## config.mk

```make
export PLATFORM = sky130hd
export DESIGN_NAME = hue_to_note
export DESIGN_NICKNAME = d
export VERILOG_FILES = /design/src/rtl/hue_to_note.sv
export SDC_FILE = /design/constraint.sdc
export NUM_CORES = 1
export LEC_CHECK = 0
export CORE_ASPECT_RATIO = 0.5
export CORE_UTILIZATION = 32
export DETAILED_ROUTE_END_ITERATION = 8
export GPL_ROUTABILITY_DRIVEN = 0
export PLACE_DENSITY_LB_ADDON = 0.08
export SYNTH_ARGS = -nofsm -noshare
export SYNTH_HDL_FRONTEND = slang
export SYNTH_SLANG_ARGS = --single-unit
```

## constraint.sdc

```tcl
create_clock -name clk -period 6.13 [get_ports clk]
set_clock_uncertainty 0.05 [all_clocks]
set_input_delay 0.613 -clock clk [delete_from_list [all_inputs] [get_ports clk]]
set_output_delay 0.613 -clock clk [all_outputs]
set_load 0.02 [all_outputs]
```

## src/rtl/hue_to_note.sv

```systemverilog
// rtl/hue_to_note.sv - hue to octave-position inverse mapping, 4-stage pipeline; define HUE2NOTE_ROUND_EN for round-half-up scaling
module hue_to_note #(
  parameter int D         = 10,
  parameter int HueYellow = 170,
  parameter int HueBlue   = 682,
  parameter int PosRed    = 341,
  parameter int PosBlue   = 683,
  parameter int K0        = 131200,
  parameter int K1        = 65600,
  parameter int K2        = 43691
) (
  input  logic         clk,
  input  logic         rst,
  input  logic [D-1:0] hue_i,
  input  logic         in_valid,
  output logic         in_ready,
  output logic [D-1:0] notePosition_o,
  output logic         out_valid,
  input  logic         out_ready
);

  // product width: D-bit delta times an 18-bit Q2.16 slope
  localparam int PW = D + 18;

  localparam logic [D-1:0]  HUE_Y      = D'(HueYellow);
  localparam logic [D-1:0]  HUE_B      = D'(HueBlue);
  localparam logic [PW-1:0] POS_RED_W  = PW'(PosRed);
  localparam logic [PW-1:0] POS_BLUE_W = PW'(PosBlue);
  localparam logic [PW-1:0] K0_W       = PW'(K0);
  localparam logic [PW-1:0] K1_W       = PW'(K1);
  localparam logic [PW-1:0] K2_W       = PW'(K2);
`ifdef HUE2NOTE_ROUND_EN
  localparam logic [PW-1:0] RND        = PW'(32768);
`else
  localparam logic [PW-1:0] RND        = PW'(0);
`endif

  typedef enum logic [1:0] {
    SEG0 = 2'd0,
    SEG1 = 2'd1,
    SEG2 = 2'd2
  } seg_t;

  logic          advance;
  logic          s1_valid, s2_valid, s3_valid;
  logic [D-1:0]  s1_hue;
  seg_t          seg_d, s2_seg, s3_seg;
  logic [D-1:0]  delta_d, s2_delta;
  logic [PW-1:0] k_sel, s3_prod, frac_w;
  logic [D-1:0]  pos_d;

  // whole pipe moves together; any stall at the output freezes every stage
  assign advance  = ~out_valid | out_ready;
  assign in_ready = advance;

  // valid bits and the visible output register carry the reset
  always_ff @(posedge clk or negedge rst) begin
    if (!rst) begin
      s1_valid       <= 1'b0;
      s2_valid       <= 1'b0;
      s3_valid       <= 1'b0;
      out_valid      <= 1'b0;
      notePosition_o <= '0;
    end else if (advance) begin
      s1_valid  <= in_valid;
      s2_valid  <= s1_valid;
      s3_valid  <= s2_valid;
      out_valid <= s3_valid;
      if (s3_valid) notePosition_o <= pos_d;
    end
  end

  // pipe data registers only need to follow the valids, so no reset
  always_ff @(posedge clk) begin
    if (advance) begin
      s1_hue   <= hue_i;
      s2_delta <= delta_d;
      s2_seg   <= seg_d;
      s3_prod  <= PW'(s2_delta) * k_sel;
      s3_seg   <= s2_seg;
    end
  end

  // segment choice and distance from the segment's anchor hue
  always_comb begin
    seg_d   = SEG0;
    delta_d = s1_hue;
    if (s1_hue <= HUE_Y) begin
      seg_d   = SEG0;
      delta_d = s1_hue;
    end else if (s1_hue <= HUE_B) begin
      seg_d   = SEG2;
      delta_d = HUE_B - s1_hue;
    end else begin
      seg_d   = SEG1;
      delta_d = {D{1'b0}} - s1_hue;
    end
  end

  // slope for the segment held in stage 2
  always_comb begin
    k_sel = K2_W;
    case (s2_seg)
      SEG0:    k_sel = K0_W;
      SEG1:    k_sel = K1_W;
      default: k_sel = K2_W;
    endcase
  end

  // drop the Q16 fraction and offset from the anchor note; result wraps mod 2^D
  always_comb begin
    frac_w = (s3_prod + RND) >> 16;
    pos_d  = D'(POS_BLUE_W + frac_w);
    case (s3_seg)
      SEG0:    pos_d = D'(POS_RED_W - frac_w);
      SEG1:    pos_d = D'(POS_RED_W + frac_w);
      default: pos_d = D'(POS_BLUE_W + frac_w);
    endcase
  end

endmodule

```

Yosys cells after proc, flatten, opt, wreduce, memory -nomap -nowiden
Cells that the tools add are included.
{"block": "op_classes", "add_sub_neg": 5, "multipliers": 1, "n_lt_le_gt_ge": 2, "n_eq_ne": 2, "n_mux": 5, "bitwise": 2, "reduce_logical": 3}
{"cell": "$pmux 18 s2", "n": 1}
{"cell": "$mul 10x18->26", "n": 1}
{"cell": "$mux 10", "n": 2}
{"cell": "$pmux 10 s2", "n": 1}
{"cell": "$add 10x10->10 const A", "n": 1}
{"cell": "$add 9x10->10 const A", "n": 1}
{"cell": "$le 10x10->1 const B", "n": 1}
{"cell": "$le 10x8->1 const B", "n": 1}
{"cell": "$sub 1x10->10 const A", "n": 1}
{"cell": "$sub 10x10->10 const A", "n": 1}
{"cell": "$sub 9x10->10 const A", "n": 1}
{"cell": "$eq 2x1->1 const B", "n": 2}
{"cell": "$logic_not 2->1", "n": 2}
{"cell": "$mux 2", "n": 1}
{"cell": "$reduce_and 2->1", "n": 1}
{"cell": "$not 1->1", "n": 1}
{"cell": "$or 1x1->1", "n": 1}
{"block": "word_totals", "register_bits": 64, "input_bits": 14, "out_inout_bits": 12, "word_cells": 30}

Longest topological paths before layout
{"block": "depth", "word_depth": 3, "depth_mapped": 22}

Worst setup path after synthesis
No wires, ideal clock.
{"block": "synth_path", "kind": "reg-to-reg", "startpoint": "register s2_seg[1]", "endpoint": "register s3_prod[25], data pin", "arrival_ns": 5.108, "t_required_ns": 5.814, "path_slack_ns": 0.706, "path_stages_with_launch": 20, "n_path_buf": 3, "period_less_slack_ns": 5.424, "path_cell_list": "edfxtp_1 > buf_2 > nor2b_1 > clkbuf_1 > clkbuf_1 > and2_1 > fa_1 > inv_1 > fa_1 > fa_1 > fa_1 > fa_1 > inv_1 > ha_1 > nor4bb_1 > a211oi_1 > o31a_1 > o31a_1 > nor2_1 > a31oi_1"}
{"block": "synth_via", "elab_chain_cells": 3}
{"item": "start, declared", "line_no": "47", "source": "seg_t seg_d, s2_seg, s3_seg;"}
{"item": "start signal, assigned", "line_no": "78", "source": "s2_seg <= seg_d;"}
{"item": "$eq 2x1->1 / $logic_not 2->1 (equally long branches)", "line_no": "103", "source": "case (s2_seg)"}
{"item": "$pmux 18 s2 *", "line_no": "103"}
{"item": "$mul 10x18->26 *", "line_no": "79", "source": "s3_prod <= PW'(s2_delta) * k_sel;"}
{"item": "end signal, assigned", "line_no": "79"}
{"item": "end, declared", "line_no": "49", "source": "logic [PW-1:0] k_sel, s3_prod, frac_w;"}
Mark *: on every way between the ends. The rest lies on a longest branch, timed or not.
A chain may end at the register's enable or synchronous reset.

Final worst setup path
Same ends and word-level chain as after synthesis.

==> flow_summary.json <==
{
  "gr-total-overflow": 0,
  "antenna_cells": 0,
  "grt_max_degree": 41,
  "ys_types": 54,
  "rsz0062_at_grt": "false",
  "relSlewSlack": 0.352,
  "cp_max_fo": 19,
  "worstMarginPinSlew_ns": 0.968,
  "final_area_um2": 6660,
  "final_layout_size_suffix_gt1_frac": 0.0514,
  "netlist.area_leader.share": 0.205,
  "path_class": "register to register",
  "synthTopCellsByArea": "fa_1 (20%), ha_1 (20%), edfxtp_1 (17%)",
  "grt_pass1_wl_mm": 21.6,
  "drtAntennaViolNets": 0,
  "vias_per_cell": 4.64,
  "die_h_um": 98.5,
  "clock_latency_ns": 0.30,
  "synth_edf_count": 34,
  "die_area_um2": 19200,
  "finalCritPeriodShare": 0.924,
  "cts_root_buffer": "clkbuf_16",
  "drt-initial-drc-count": 112,
  "final-setup-viol-count": 0,
  "antenna_found_initial": 0,
  "area_growth_pct": 11.8,
  "final_core_util": 0.374,
  "yosysSeqAreaShare": 0.230,
  "die_x_um": 195,
  "synth_common_cells": "inv_1 (105), ha_1 (93), fa_1 (61)",
  "required_ns": 6.12,
  "slowest_stage": "fa_1",
  "cts.clk_slew.worst_paths_ns": 0.07,
  "slew_violations": 0,
  "num_vias": 3978,
  "cts.sinks": 48,
  "fmax_mhz": 177,
  "row_count": 34,
  "drc": 0,
  "post-place-ws_ns": 0.276,
  "cts_setup_buffers": 0,
  "fin_nets": 790,
  "cp_cell_sequence": "buf_4, nor2b_1, buf_4, nor2b_1, ha_1, fa_1, inv_1, fa_1, inv_1, fa_1, inv_1, fa_1, inv_1, ha_1, a211oi_1, o211ai_1, a211oi_2, o31a_1, nor2b_1, o211ai_1, a31oi_1",
  "io_buffers": 25,
  "period_needed_ns": 5.66,
  "max_stage_delay_ns": 0.53,
  "synth_area_um2": 5960,
  "synth.net_count": 763,
  "synth-main-ff-cell": "edfxtp_1",
  "wl_mm": 12.8,
  "num-fill-cells": 1806,
  "place_area_um2": 6510,
  "clockBufferDepth": 2,
  "syn_avg_cell_area_um2": 10.0,
  "hpwlAfterDp_mm": 10.9,
  "yosysWarnings": 0,
  "io_pins": 26,
  "hold_class": "register to register",
  "htreeDepth": 2,
  "grt_pass1_vias": 4252,
  "core-area_um2": 17800,
  "cts_tree": "yes",
  "syn_inst": 595,
  "worst_slack_ns": 0.467,
  "cp-start-kind": "register",
  "async_reset_ff_frac": 0.292,
  "cap_violations": 0,
  "status": "finished clean",
  "finalHoldViolCount": 0,
  "end_kind": "register",
  "initial_core_util": 0.335,
  "critPathArrivalTime_ns": 5.65,
  "synth_most_common_cell": "inv_1",
  "ys_seq_elements": 48,
  "fin_tns_setup_ns": 0,
  "grtUsageTotal": 0.147,
  "yosys.area.top_type": "fa_1",
  "wire_per_inst_um": 15.0,
  "cts_buffers": 5,
  "ctsHoldBuffers": 0,
  "dr.pass1.iters": 4,
  "cts_repair_resize_count": 0
}
[area by class of cell]
type,instances,area [µm²],share of cell area
Inverter,105,394,0.0592
Timing Repair Buffer,34,318,0.0477
Sequential cell,48,1370,0.206
Clock buffer,8,146,0.0220
Multi-Input combinational cell,428,4140,0.621
Tap cell,234,293,0.0440
[worst paths after layout]
kind	startpoint	end	slack (ns)	depth (start not counted)
worst max-delay path	s2_seg[1]	s3_prod[25]	0.47	21
worst min-delay path	notePosition_o[3]	notePosition_o[3]	0.43	2
worst max register to register	s2_seg[1]	s3_prod[25]	0.47	21
worst min register to register	notePosition_o[3]	notePosition_o[3]	0.43	2
max in group asynchronous	rst	notePosition_o[1]	4.96	1
min in group asynchronous	rst	s1_valid	0.66	1
[registers in the layout, summed over array words and instances (netlist names)]
signal and flops:
s3_prod 10, s3_seg 2, s2_delta 10, s2_valid 1, out_valid 1, s3_valid 1
s1_valid 1, notePosition_o 10, s1_hue 10, s2_seg 2
[stage by stage]
step	std cells	hold slack (ns)
3_5_place_dp	849	0.421
6_report	857	0.427
5_1_grt	857	0.476
2_1_floorplan	595	0.267
4_1_cts	857	0.436
3_3_place_gp	849	0.418
[cell families after synthesis]
logic type,count (synthesis),share of synthesized area
fa+ha+maj,154,0.400
buf+inv,119,0.0769
simple gates,135,0.119
xor+xnor,36,0.0529
mux,6,0.0107
compound gates,97,0.110
flops,48,0.230
[worst max-delay path: cells and delay by family, from the launching register on]
kind	cells	cell delay, ns
adder cells (fa/ha/maj)	6	2.63
AO/OA/AOI/OAI	6	1.31
buffers and inverters	6	0.66
flip-flops	1	0.50
AND/OR/NAND/NOR	3	0.28
[layer usage]
layer	global-route usage	share of wire	vias to the layer above	routed length, µm
li1	-	-	2030	-
met1	0.200	0.51	1891	6500
met2	0.237	0.43	48	5560
met3	0.0421	0.054	9	695
met4	0.0206	0.0061	0	78
met5	0	0	-	0
[layout by cell type, fill, tap and decap left out, types with 4 or more instances in the layout]
cell,n
inv_1,105
nor3b_1,4
and2_1,21
nor2_1,18
nor2b_1,14
a211oi_1,5
nand2b_1,8
nand2_1,42
xnor2_1,23
dfrtp_1,14
edfxtp_1,34
o21a_1,6
clkbuf_16,5
ha_1,93
buf_4,9
fa_1,61
a31oi_1,6
a21o_1,11
xor2_1,13
nand3_1,4
clkdlybuf4s50_1,25
o21ai_0,23
nor3_1,8
a21oi_1,22
Power is not shown: default switching activity piles up to over one toggle a cycle in this logic, so the estimate is an artifact.
